**src/rtl/riscv_pkg.sv**
```systemverilog
// -----------------------------------------------------------------------------
// riscv_pkg
// Shared constants, types and helpers for the decode-to-execute operand stage.
//   WORD_LENGTH / ADDR_LENGTH / NUM_REGS / CTRL_W : datapath geometry
//   word_t, reg_addr_t, ctrl_t                    : scalar types
//   id_ex_t                                       : payload held in the output register
//   is_reg_nonzero()                              : x0 test used by every hazard term
//   select_operand()                              : operand source priority
// -----------------------------------------------------------------------------
package riscv_pkg;

  localparam int WORD_LENGTH = 32;
  localparam int ADDR_LENGTH = 5;
  localparam int NUM_REGS    = 32;
  localparam int CTRL_W      = 16;

  typedef logic [WORD_LENGTH-1:0] word_t;
  typedef logic [ADDR_LENGTH-1:0] reg_addr_t;
  typedef logic [CTRL_W-1:0]      ctrl_t;

  typedef struct packed {
    word_t     pc;
    word_t     imm;
    word_t     rs1_val;
    word_t     rs2_val;
    reg_addr_t rd;
    logic      rd_we;
    ctrl_t     ctrl;
  } id_ex_t;

  localparam reg_addr_t REG_ZERO = {ADDR_LENGTH{1'b0}};

  function automatic logic is_reg_nonzero(input reg_addr_t addr);
    return (addr != REG_ZERO);
  endfunction

  // x0 beats everything, the execute-stage forward beats the writeback, and the
  // writeback beats the regfile because the regfile only commits it at the edge.
  function automatic word_t select_operand(
    input reg_addr_t addr,
    input logic      fwd_hit,
    input word_t     fwd_val,
    input logic      wb_en,
    input reg_addr_t wb_addr,
    input word_t     wb_val,
    input word_t     rf_val
  );
    word_t val;
    if (addr == REG_ZERO) begin
      val = {WORD_LENGTH{1'b0}};
    end else if (fwd_hit) begin
      val = fwd_val;
    end else if (wb_en && (wb_addr == addr)) begin
      val = wb_val;
    end else begin
      val = rf_val;
    end
    return val;
  endfunction

endpackage

```
**src/rtl/riscv_operand_stage_if.sv**
```systemverilog
// -----------------------------------------------------------------------------
// riscv_operand_stage_if
// Decode-side (in_*) and execute-side (out_*) valid/ready buses of the operand
// stage, bundled together.
//   master : decoder/execute side (drives in_*, out_ready)
//   slave  : the operand stage    (drives in_ready, out_*)
// -----------------------------------------------------------------------------
interface riscv_operand_stage_if;
  import riscv_pkg::*;

  logic      in_valid;
  logic      in_ready;
  word_t     in_pc;
  word_t     in_imm;
  reg_addr_t in_rs1;
  reg_addr_t in_rs2;
  reg_addr_t in_rd;
  logic      in_rd_we;
  ctrl_t     in_ctrl;

  logic      out_valid;
  logic      out_ready;
  word_t     out_pc;
  word_t     out_imm;
  word_t     out_rs1_val;
  word_t     out_rs2_val;
  reg_addr_t out_rd;
  logic      out_rd_we;
  ctrl_t     out_ctrl;

  modport master (
    output in_valid, in_pc, in_imm, in_rs1, in_rs2, in_rd, in_rd_we, in_ctrl,
    input  in_ready,
    input  out_valid, out_pc, out_imm, out_rs1_val, out_rs2_val, out_rd, out_rd_we, out_ctrl,
    output out_ready
  );

  modport slave (
    input  in_valid, in_pc, in_imm, in_rs1, in_rs2, in_rd, in_rd_we, in_ctrl,
    output in_ready,
    output out_valid, out_pc, out_imm, out_rs1_val, out_rs2_val, out_rd, out_rd_we, out_ctrl,
    input  out_ready
  );

endinterface

```
**src/rtl/riscv_scoreboard.sv**
```systemverilog
// -----------------------------------------------------------------------------
// riscv_scoreboard
// Busy vector of in-flight destination registers.
//   clk, rst_n            : clock, asynchronous active-low reset (clears all busy)
//   set_en / set_addr     : mark a register busy (an rd_we instruction issued)
//   clr_en / clr_addr     : clear a register (writeback or release)
//   q_rs1/q_rs2/q_rd      : hazard query addresses (two sources plus destination)
//   q_*_busy              : address is nonzero, busy, and not being cleared now
// A set and a clear on the same register in one cycle leave it busy.
// -----------------------------------------------------------------------------
module riscv_scoreboard
  import riscv_pkg::*;
(
  input  logic      clk,
  input  logic      rst_n,
  input  logic      set_en,
  input  reg_addr_t set_addr,
  input  logic      clr_en,
  input  reg_addr_t clr_addr,
  input  reg_addr_t q_rs1,
  input  reg_addr_t q_rs2,
  input  reg_addr_t q_rd,
  output logic      q_rs1_busy,
  output logic      q_rs2_busy,
  output logic      q_rd_busy
);

  logic [NUM_REGS-1:0] busy_r;
  logic [NUM_REGS-1:0] busy_next_s;
  logic [NUM_REGS-1:0] set_mask_s;
  logic [NUM_REGS-1:0] clr_mask_s;

  // A clear landing this cycle already resolves the dependency, so it hides busy.
  function automatic logic busy_query(
    input logic [NUM_REGS-1:0] busy,
    input logic [NUM_REGS-1:0] clr_mask,
    input reg_addr_t           addr
  );
    return busy[addr] && !clr_mask[addr] && is_reg_nonzero(addr);
  endfunction

  // One-hot set/clear masks; x0 is never marked busy.
  always_comb begin
    set_mask_s = {NUM_REGS{1'b0}};
    clr_mask_s = {NUM_REGS{1'b0}};
    if (set_en && is_reg_nonzero(set_addr)) begin
      set_mask_s[set_addr] = 1'b1;
    end else begin
      set_mask_s = {NUM_REGS{1'b0}};
    end
    if (clr_en) begin
      clr_mask_s[clr_addr] = 1'b1;
    end else begin
      clr_mask_s = {NUM_REGS{1'b0}};
    end
    // set applied after clear so it wins on a collision
    busy_next_s = (busy_r & ~clr_mask_s) | set_mask_s;
  end

  // Hazard query for the three addresses of the incoming instruction.
  always_comb begin
    q_rs1_busy = busy_query(busy_r, clr_mask_s, q_rs1);
    q_rs2_busy = busy_query(busy_r, clr_mask_s, q_rs2);
    q_rd_busy  = busy_query(busy_r, clr_mask_s, q_rd);
  end

  // Busy vector register.
  always_ff @(posedge clk or negedge rst_n) begin
    if (!rst_n) begin
      busy_r <= {NUM_REGS{1'b0}};
    end else begin
      busy_r <= busy_next_s;
    end
  end

endmodule

```
**src/rtl/riscv_operand_stage.sv**
```systemverilog
// -----------------------------------------------------------------------------
// riscv_operand_stage
// Decode-to-execute operand stage: reads rs1/rs2 from the async regfile ports,
// bypasses a same-cycle writeback, stalls RAW/WAW hazards against a busy
// scoreboard and against the instruction still held here, and holds the issued
// instruction in a one-entry valid/ready register feeding execute.
//   clk, rst_n                : clock, asynchronous active-low reset
//   bus (slave)               : in_* from decode, out_* to execute
//   rf_read_addr1/2           : = in_rs1/in_rs2 (combinational)
//   rf_read_data1/2           : regfile async read data
//   wb_write_en/addr, wb_data : writeback (same net as the regfile write)
//   wb_release                : free busy[wb_write_addr] without a write
//   flush                     : drop the output register; blocks accept this cycle
// Optional build macro RISCV_OPERAND_FWD_EN adds fwd_valid/fwd_rd/fwd_data: an
// execute result selectable as an operand that also suppresses the busy stall
// for that source. Without it the stage relies on the scoreboard stall alone.
// -----------------------------------------------------------------------------
module riscv_operand_stage
  import riscv_pkg::*;
(
  input  logic                  clk,
  input  logic                  rst_n,
  riscv_operand_stage_if.slave  bus,
  output reg_addr_t             rf_read_addr1,
  output reg_addr_t             rf_read_addr2,
  input  word_t                 rf_read_data1,
  input  word_t                 rf_read_data2,
  input  logic                  wb_write_en,
  input  reg_addr_t             wb_write_addr,
  input  word_t                 wb_data,
  input  logic                  wb_release,
`ifdef RISCV_OPERAND_FWD_EN
  input  logic                  fwd_valid,
  input  reg_addr_t             fwd_rd,
  input  word_t                 fwd_data,
`endif
  input  logic                  flush
);

  id_ex_t out_r;
  logic   out_valid_r;
  id_ex_t out_next_s;

  logic   rs1_fwd_s;
  logic   rs2_fwd_s;
  word_t  fwd_data_s;
  logic   rs1_busy_s;
  logic   rs2_busy_s;
  logic   rd_busy_s;
  logic   rs1_held_s;
  logic   rs2_held_s;
  logic   rd_held_s;
  logic   hazard_s;
  logic   in_ready_s;
  logic   accept_s;
  logic   issue_s;
  logic   sb_set_en_s;
  logic   sb_clr_en_s;

  assign rf_read_addr1 = bus.in_rs1;
  assign rf_read_addr2 = bus.in_rs2;

`ifdef RISCV_OPERAND_FWD_EN
  // Execute-result hit per source; x0 never matches.
  always_comb begin
    rs1_fwd_s  = fwd_valid && (fwd_rd == bus.in_rs1) && is_reg_nonzero(bus.in_rs1);
    rs2_fwd_s  = fwd_valid && (fwd_rd == bus.in_rs2) && is_reg_nonzero(bus.in_rs2);
    fwd_data_s = fwd_data;
  end
`else
  assign rs1_fwd_s  = 1'b0;
  assign rs2_fwd_s  = 1'b0;
  assign fwd_data_s = {WORD_LENGTH{1'b0}};
`endif

  // The held entry has not set busy yet, so its rd must be matched directly;
  // the execute forward cannot cover it because it has not executed.
  always_comb begin
    rs1_held_s = out_valid_r && out_r.rd_we && (out_r.rd == bus.in_rs1) && is_reg_nonzero(bus.in_rs1);
    rs2_held_s = out_valid_r && out_r.rd_we && (out_r.rd == bus.in_rs2) && is_reg_nonzero(bus.in_rs2);
    rd_held_s  = out_valid_r && out_r.rd_we && (out_r.rd == bus.in_rd)  && is_reg_nonzero(bus.in_rd);
  end

  // Stall decision for the instruction on in_*.
  always_comb begin
    hazard_s = 1'b0;
    if ((rs1_busy_s && !rs1_fwd_s) || rs1_held_s) begin
      hazard_s = 1'b1;
    end else if ((rs2_busy_s && !rs2_fwd_s) || rs2_held_s) begin
      hazard_s = 1'b1;
    end else if (bus.in_rd_we && (rd_busy_s || rd_held_s)) begin
      hazard_s = 1'b1;
    end else begin
      hazard_s = 1'b0;
    end
  end

  // Handshake: in_ready is independent of in_valid to keep decode loop-free.
  always_comb begin
    in_ready_s  = !hazard_s && (!out_valid_r || bus.out_ready) && !flush;
    accept_s    = bus.in_valid && in_ready_s;
    issue_s     = out_valid_r && bus.out_ready;
    // a flushed entry that is consumed the same cycle still reached execute
    sb_set_en_s = issue_s && out_r.rd_we;
    sb_clr_en_s = wb_write_en || wb_release;
  end

  assign bus.in_ready = in_ready_s;

  // Next output-register contents: in_* passthrough plus resolved operands.
  always_comb begin
    out_next_s.pc      = bus.in_pc;
    out_next_s.imm     = bus.in_imm;
    out_next_s.rd      = bus.in_rd;
    out_next_s.rd_we   = bus.in_rd_we;
    out_next_s.ctrl    = bus.in_ctrl;
    out_next_s.rs1_val = select_operand(bus.in_rs1, rs1_fwd_s, fwd_data_s,
                                        wb_write_en, wb_write_addr, wb_data, rf_read_data1);
    out_next_s.rs2_val = select_operand(bus.in_rs2, rs2_fwd_s, fwd_data_s,
                                        wb_write_en, wb_write_addr, wb_data, rf_read_data2);
  end

  // One-entry output register; data only moves on accept so it holds under backpressure.
  always_ff @(posedge clk or negedge rst_n) begin
    if (!rst_n) begin
      out_valid_r <= 1'b0;
      out_r       <= {$bits(id_ex_t){1'b0}};
    end else if (accept_s) begin
      out_valid_r <= 1'b1;
      out_r       <= out_next_s;
    end else if (flush || issue_s) begin
      out_valid_r <= 1'b0;
    end else begin
      out_valid_r <= out_valid_r;
    end
  end

  assign bus.out_valid   = out_valid_r;
  assign bus.out_pc      = out_r.pc;
  assign bus.out_imm     = out_r.imm;
  assign bus.out_rs1_val = out_r.rs1_val;
  assign bus.out_rs2_val = out_r.rs2_val;
  assign bus.out_rd      = out_r.rd;
  assign bus.out_rd_we   = out_r.rd_we;
  assign bus.out_ctrl    = out_r.ctrl;

  riscv_scoreboard u_scoreboard (
    .clk        (clk),
    .rst_n      (rst_n),
    .set_en     (sb_set_en_s),
    .set_addr   (out_r.rd),
    .clr_en     (sb_clr_en_s),
    .clr_addr   (wb_write_addr),
    .q_rs1      (bus.in_rs1),
    .q_rs2      (bus.in_rs2),
    .q_rd       (bus.in_rd),
    .q_rs1_busy (rs1_busy_s),
    .q_rs2_busy (rs2_busy_s),
    .q_rd_busy  (rd_busy_s)
  );

endmodule
```
**src/flat_wrapper.sv**
```systemverilog
// flat-port wrapper written by rule: the top's interface ports become plain ports
module riscv_operand_stage_flat import riscv_pkg::*;
  (clk, rst_n, rf_read_addr1, rf_read_addr2, rf_read_data1, rf_read_data2, wb_write_en, wb_write_addr, wb_data, wb_release, flush, bus_in_valid, bus_in_pc, bus_in_imm, bus_in_rs1, bus_in_rs2, bus_in_rd, bus_in_rd_we, bus_in_ctrl, bus_in_ready, bus_out_valid, bus_out_pc, bus_out_imm, bus_out_rs1_val, bus_out_rs2_val, bus_out_rd, bus_out_rd_we, bus_out_ctrl, bus_out_ready);
  riscv_operand_stage_if bus_i ();
  input  logic clk;
  input  logic rst_n;
  output reg_addr_t rf_read_addr1;
  output reg_addr_t rf_read_addr2;
  input  word_t rf_read_data1;
  input  word_t rf_read_data2;
  input  logic wb_write_en;
  input  reg_addr_t wb_write_addr;
  input  word_t wb_data;
  input  logic wb_release;
  input  logic flush;
  input wire logic [$bits(bus_i.in_valid)-1:0] bus_in_valid;
  input wire logic [$bits(bus_i.in_pc)-1:0] bus_in_pc;
  input wire logic [$bits(bus_i.in_imm)-1:0] bus_in_imm;
  input wire logic [$bits(bus_i.in_rs1)-1:0] bus_in_rs1;
  input wire logic [$bits(bus_i.in_rs2)-1:0] bus_in_rs2;
  input wire logic [$bits(bus_i.in_rd)-1:0] bus_in_rd;
  input wire logic [$bits(bus_i.in_rd_we)-1:0] bus_in_rd_we;
  input wire logic [$bits(bus_i.in_ctrl)-1:0] bus_in_ctrl;
  output wire logic [$bits(bus_i.in_ready)-1:0] bus_in_ready;
  output wire logic [$bits(bus_i.out_valid)-1:0] bus_out_valid;
  output wire logic [$bits(bus_i.out_pc)-1:0] bus_out_pc;
  output wire logic [$bits(bus_i.out_imm)-1:0] bus_out_imm;
  output wire logic [$bits(bus_i.out_rs1_val)-1:0] bus_out_rs1_val;
  output wire logic [$bits(bus_i.out_rs2_val)-1:0] bus_out_rs2_val;
  output wire logic [$bits(bus_i.out_rd)-1:0] bus_out_rd;
  output wire logic [$bits(bus_i.out_rd_we)-1:0] bus_out_rd_we;
  output wire logic [$bits(bus_i.out_ctrl)-1:0] bus_out_ctrl;
  input wire logic [$bits(bus_i.out_ready)-1:0] bus_out_ready;
  assign bus_i.in_valid = bus_in_valid;
  assign bus_i.in_pc = bus_in_pc;
  assign bus_i.in_imm = bus_in_imm;
  assign bus_i.in_rs1 = bus_in_rs1;
  assign bus_i.in_rs2 = bus_in_rs2;
  assign bus_i.in_rd = bus_in_rd;
  assign bus_i.in_rd_we = bus_in_rd_we;
  assign bus_i.in_ctrl = bus_in_ctrl;
  assign bus_in_ready = bus_i.in_ready;
  assign bus_out_valid = bus_i.out_valid;
  assign bus_out_pc = bus_i.out_pc;
  assign bus_out_imm = bus_i.out_imm;
  assign bus_out_rs1_val = bus_i.out_rs1_val;
  assign bus_out_rs2_val = bus_i.out_rs2_val;
  assign bus_out_rd = bus_i.out_rd;
  assign bus_out_rd_we = bus_i.out_rd_we;
  assign bus_out_ctrl = bus_i.out_ctrl;
  assign bus_i.out_ready = bus_out_ready;
  riscv_operand_stage u_core (.clk(clk), .rst_n(rst_n), .bus(bus_i), .rf_read_addr1(rf_read_addr1), .rf_read_addr2(rf_read_addr2), .rf_read_data1(rf_read_data1), .rf_read_data2(rf_read_data2), .wb_write_en(wb_write_en), .wb_write_addr(wb_write_addr), .wb_data(wb_data), .wb_release(wb_release), .flush(flush));
endmodule
```
**config.mk**
```make
export PLATFORM = sky130hd
export DESIGN_NAME = riscv_operand_stage_flat
export DESIGN_NICKNAME = d
export VERILOG_FILES = /design/src/rtl/riscv_pkg.sv /design/src/rtl/riscv_operand_stage_if.sv /design/src/rtl/riscv_scoreboard.sv /design/src/rtl/riscv_operand_stage.sv /design/src/flat_wrapper.sv
export SDC_FILE = /design/constraint.sdc
export NUM_CORES = 1
export LEC_CHECK = 0
export BUFFER_PORTS_ARGS = -buffer_cell sky130_fd_sc_hd__clkbuf_2
export CORE_MARGIN = 8
export CORE_UTILIZATION = 45
export DETAILED_ROUTE_END_ITERATION = 16
export PLACE_DENSITY = 0.77
export SETUP_SLACK_MARGIN = 0.15
export SLEW_MARGIN = 20
export SYNTH_ARGS = -nofsm -noshare
export SYNTH_HDL_FRONTEND = slang
export SYNTH_SLANG_ARGS = --single-unit
```
**constraint.sdc**
```tcl
create_clock -name clk -period 2.4 [get_ports clk]
set_input_delay 0.48 -clock clk [delete_from_list [all_inputs] [get_ports clk]]
set_output_delay 0.48 -clock clk [all_outputs]
set_load 0.01 [all_outputs]
```
==> impl_metrics.toml <==
[run_status]
outcome = "finished, violations left"
violations = "hold timing, setup timing"

[worst_setup_path]
cpPeakStageDelay_ns = 0.52
worstPathMaxFanout = 4
startpoint = "u_core.u_scoreboard.busy_r[7]$_DFF_PN0_"
required_ns = 1.92
r2r_end = "u_core.bus.out_rs1_val[30]$_DFFE_PN0P_"
cpMostUsedCell = "mux4_2"
cpMaxStageDelayCell = "mux4_2"
r2r_cells = 14
path_delay_family = "multiplexers"
crit_type = "flop to primary output"
crit_path_end_kind = "primary output"
r2r_start = "u_core.u_scoreboard.busy_r[15]$_DFF_PN0_"
arrival_ns = 2.64
crit_buf_inv = 2
r2r_slack_ns = -0.68
crit_chain = "mux4_2 > mux4_2 > o311ai_4 > nand2_1 > nor4_2 > buf_4 > buf_6"
setup.worst_path.start_class = "flop"

[timing]
rsz0062_at_grt = "true"
hold_violations = 1
tns_ns = -89.31
drv_slew = 0
setup_viol = 152
fin_crit_ns = 3.12
hold_slack_ns = -0.0152
fin_ws_ns = -0.723
worstMarginPinSlew_ns = 0.637
relSlewSlack = 0.575
fmax_mhz = 320
fin_skew_ns = 0.0243
fin_crit_sh = 1.30

[global_route]
grt.total_usage = 0.286
grt_pass1_wl_um = 57800
grt_overflow_total = 0
grt_pass1_vias = 9755
grt_antenna_before_repair = 0
grt_max_degree = 51

[route]
drt_iter0_drc = 827
wl_per_cell_um = 24.2
wl_met1_um = 14500
routed.top_layer = "met4"
routed-via-count = 8911
wl_met2_um = 19000
routed_wl_um = 37900
final_antenna_net_count = 0
drtPass1Iterations = 6
wl_met3_um = 3040
viasPerCell = 5.70
drc = 0

[clock_network]
clk_path_buf_depth = 2
root_buffer = "clkbuf_16"
clk_pin_slew_ns = 0.08
cts_made_buffers = 17
cts_num_sinks = 183
ctsHoldBuffers = 0
htreeDepth = 4
clock_latency_ns = 0.44
cts_tree = "built"

[cells_and_area]
final_core_util = 0.710
drive_gt1_frac = 0.607
fillCellCount = 1434
fin_nets = 1480
design_area_mm2 = 0.0148
area_growth_syn_to_layout_pct = 56.2
antenna_cells = 0

[floorplanning]
std_cell_rows = 53
initial_core_util = 0.455
die_x_um = 161
ios = 366
core-area_mm2 = 0.0208
die_y_um = 161
die_area_mm2 = 0.0259

[yosys]
yosys.area.top_type = "dfrtp_1"
synthTopCellsByArea = "dfrtp_1, mux2_1, mux2i_1"
postSynth.asyncResetShare = 1.00
yosysMostFrequentCell = "dfrtp_1"
synth_cell_types = 56
synth_area_mm2 = 0.00947
synth_top_area_frac = 0.484
yosys_register_bits = 183
synthFlopType = "dfrtp_1"
synth_edf_count = 0
syn-instance-count = 772
synth_seq_area_share = 0.484
synthTopCellsByCount = "dfrtp_1, mux2_1, nor2_1"
yosys_warnings = 0
syn_nets = 976
syn_avg_cell_area_um2 = 12.3

[placed_design]
place.port_buffers = 365
gp_congestion = 0.985
place_area_mm2 = 0.0126
dp_hpwl_um = 26300

[worst_hold_path]
worst_hold_path_type = "input pin to async pin"

[pwr]
ir_drop_uv = 642
p_leak_uw = 0.00713
p_per_area_mw_per_mm2 = 803

[job]
cap_violations = 0
worst max-delay path by stage:
stage / to / slack (ns) / cells past startpoint
after floorplan: u_core.bus.out_imm[0]$_DFFE_PN0P_ / -0.46 / 10
after CTS: bus_in_ready / -0.69 / 7
after detailed placement: u_core.bus.out_rs2_val[31]$_DFFE_PN0P_ / -1.03 / 11
final: bus_in_ready / -0.72 / 7
after global placement: u_core.bus.out_rs2_val[10]$_DFFE_PN0P_ / -0.99 / 11
after global routing: bus_in_ready / -0.80 / 7
worst reg2reg max path, stage by stage, from the launching register on:
cell and delay (ns):
dfrtp_1 0.43, buf_4 0.16, mux4_2 0.46, mux2i_1 0.17
nand2_1 0.10, o21ai_1 0.10, o41ai_1 0.10, buf_4 0.15
nor4_4 0.34, buf_4 0.20, buf_12 0.10, buf_16 0.12
buf_12 0.10, buf_16 0.12, mux2_4 0.30
power by group:
part           internal (uW)  switching [uW]  leakage (uW)
registers               3920             607       0.00223
logic                   2450            2010       0.00461
clock network           1450            1440      0.000294
placed cells by master (no fill, tap or decap), types with 3 or more instances in the layout:
master and count:
clkbuf_2 358, dfrtp_1 183, mux2_4 145, buf_4 123, nor2_1 70, mux2i_1 70, o21ai_0 54, buf_12 24
mux4_2 21, buf_16 21, nand2_1 20, xnor2_1 19, clkbuf_16 17, buf_6 15, nand3_1 12, xor2_1 11
nand2b_1 7, mux2_2 7, nor4_1 7, nor2b_1 6, o41ai_1 4, or3_1 4, inv_1 4, o211ai_1 4
inv_8 4, clkbuf_4 4, buf_8 4, nor2_4 3, nand4_1 3, nor3_2 3, clkinv_8 3
cells by family (layout without fill, tap and decap cells):
logic type	after synthesis	in the layout	share of synthesized area
flops	183	183	0.484
compound gates	92	92	0.0624
simple gates	153	153	0.0788
xor+xnor	30	30	0.0278
buf+inv	70	587	0.0414
mux	244	244	0.306
registers in the layout, indices dropped and copies added (netlist names):
| signal | count |
|---|---|
| u_core.u_scoreboard.busy_r | 32 |
| u_core.bus.out_valid | 1 |
| u_core.bus.out_rd_we | 1 |
| u_core.bus.out_rs2_val | 32 |
| u_core.bus.out_rd | 5 |
| u_core.bus.out_pc | 32 |
| u_core.bus.out_ctrl | 16 |
| u_core.bus.out_imm | 32 |
| u_core.bus.out_rs1_val | 32 |
metal layers:
metal,vias to the layer above,track usage
met5,-,0
met4,0,0.107
met3,104,0.0680
met2,536,0.491
met1,4467,0.343
li1,3804,-
what timing repair did:
action | CTS | global route
pin swaps | 6 | 3
resized for setup | 216 | 7
endpoints found under the setup margin | 152 | 152
setup buffers | 25 | 0
hold endpoints to repair | 0 | 0
cloned | 19 | 0
per-stage QoR:
stage                     cells  power [uW]  hold WS, ns  worst slack [ns]
after global placement     1488        7860        0.466            -0.987
after detailed placement   1488        7990        0.464             -1.03
after floorplan             772        6090        0.184            -0.459
after global routing       1564       12300       0.0241            -0.803
after CTS                  1564       11800      0.00496            -0.689
final                      1564       11900      -0.0152            -0.723
cell type report:
type	instances	area, um2	share of cell area
multi-input combinational	519	5190	0.351
sequential	183	4580	0.310
timing repair buffer	550	4050	0.274
clock buffer	18	439	0.0297
tap	275	344	0.0233
clock inverter	14	169	0.0114
inverter	5	18.8	0.00127
(Power assumes the default switching activity.)
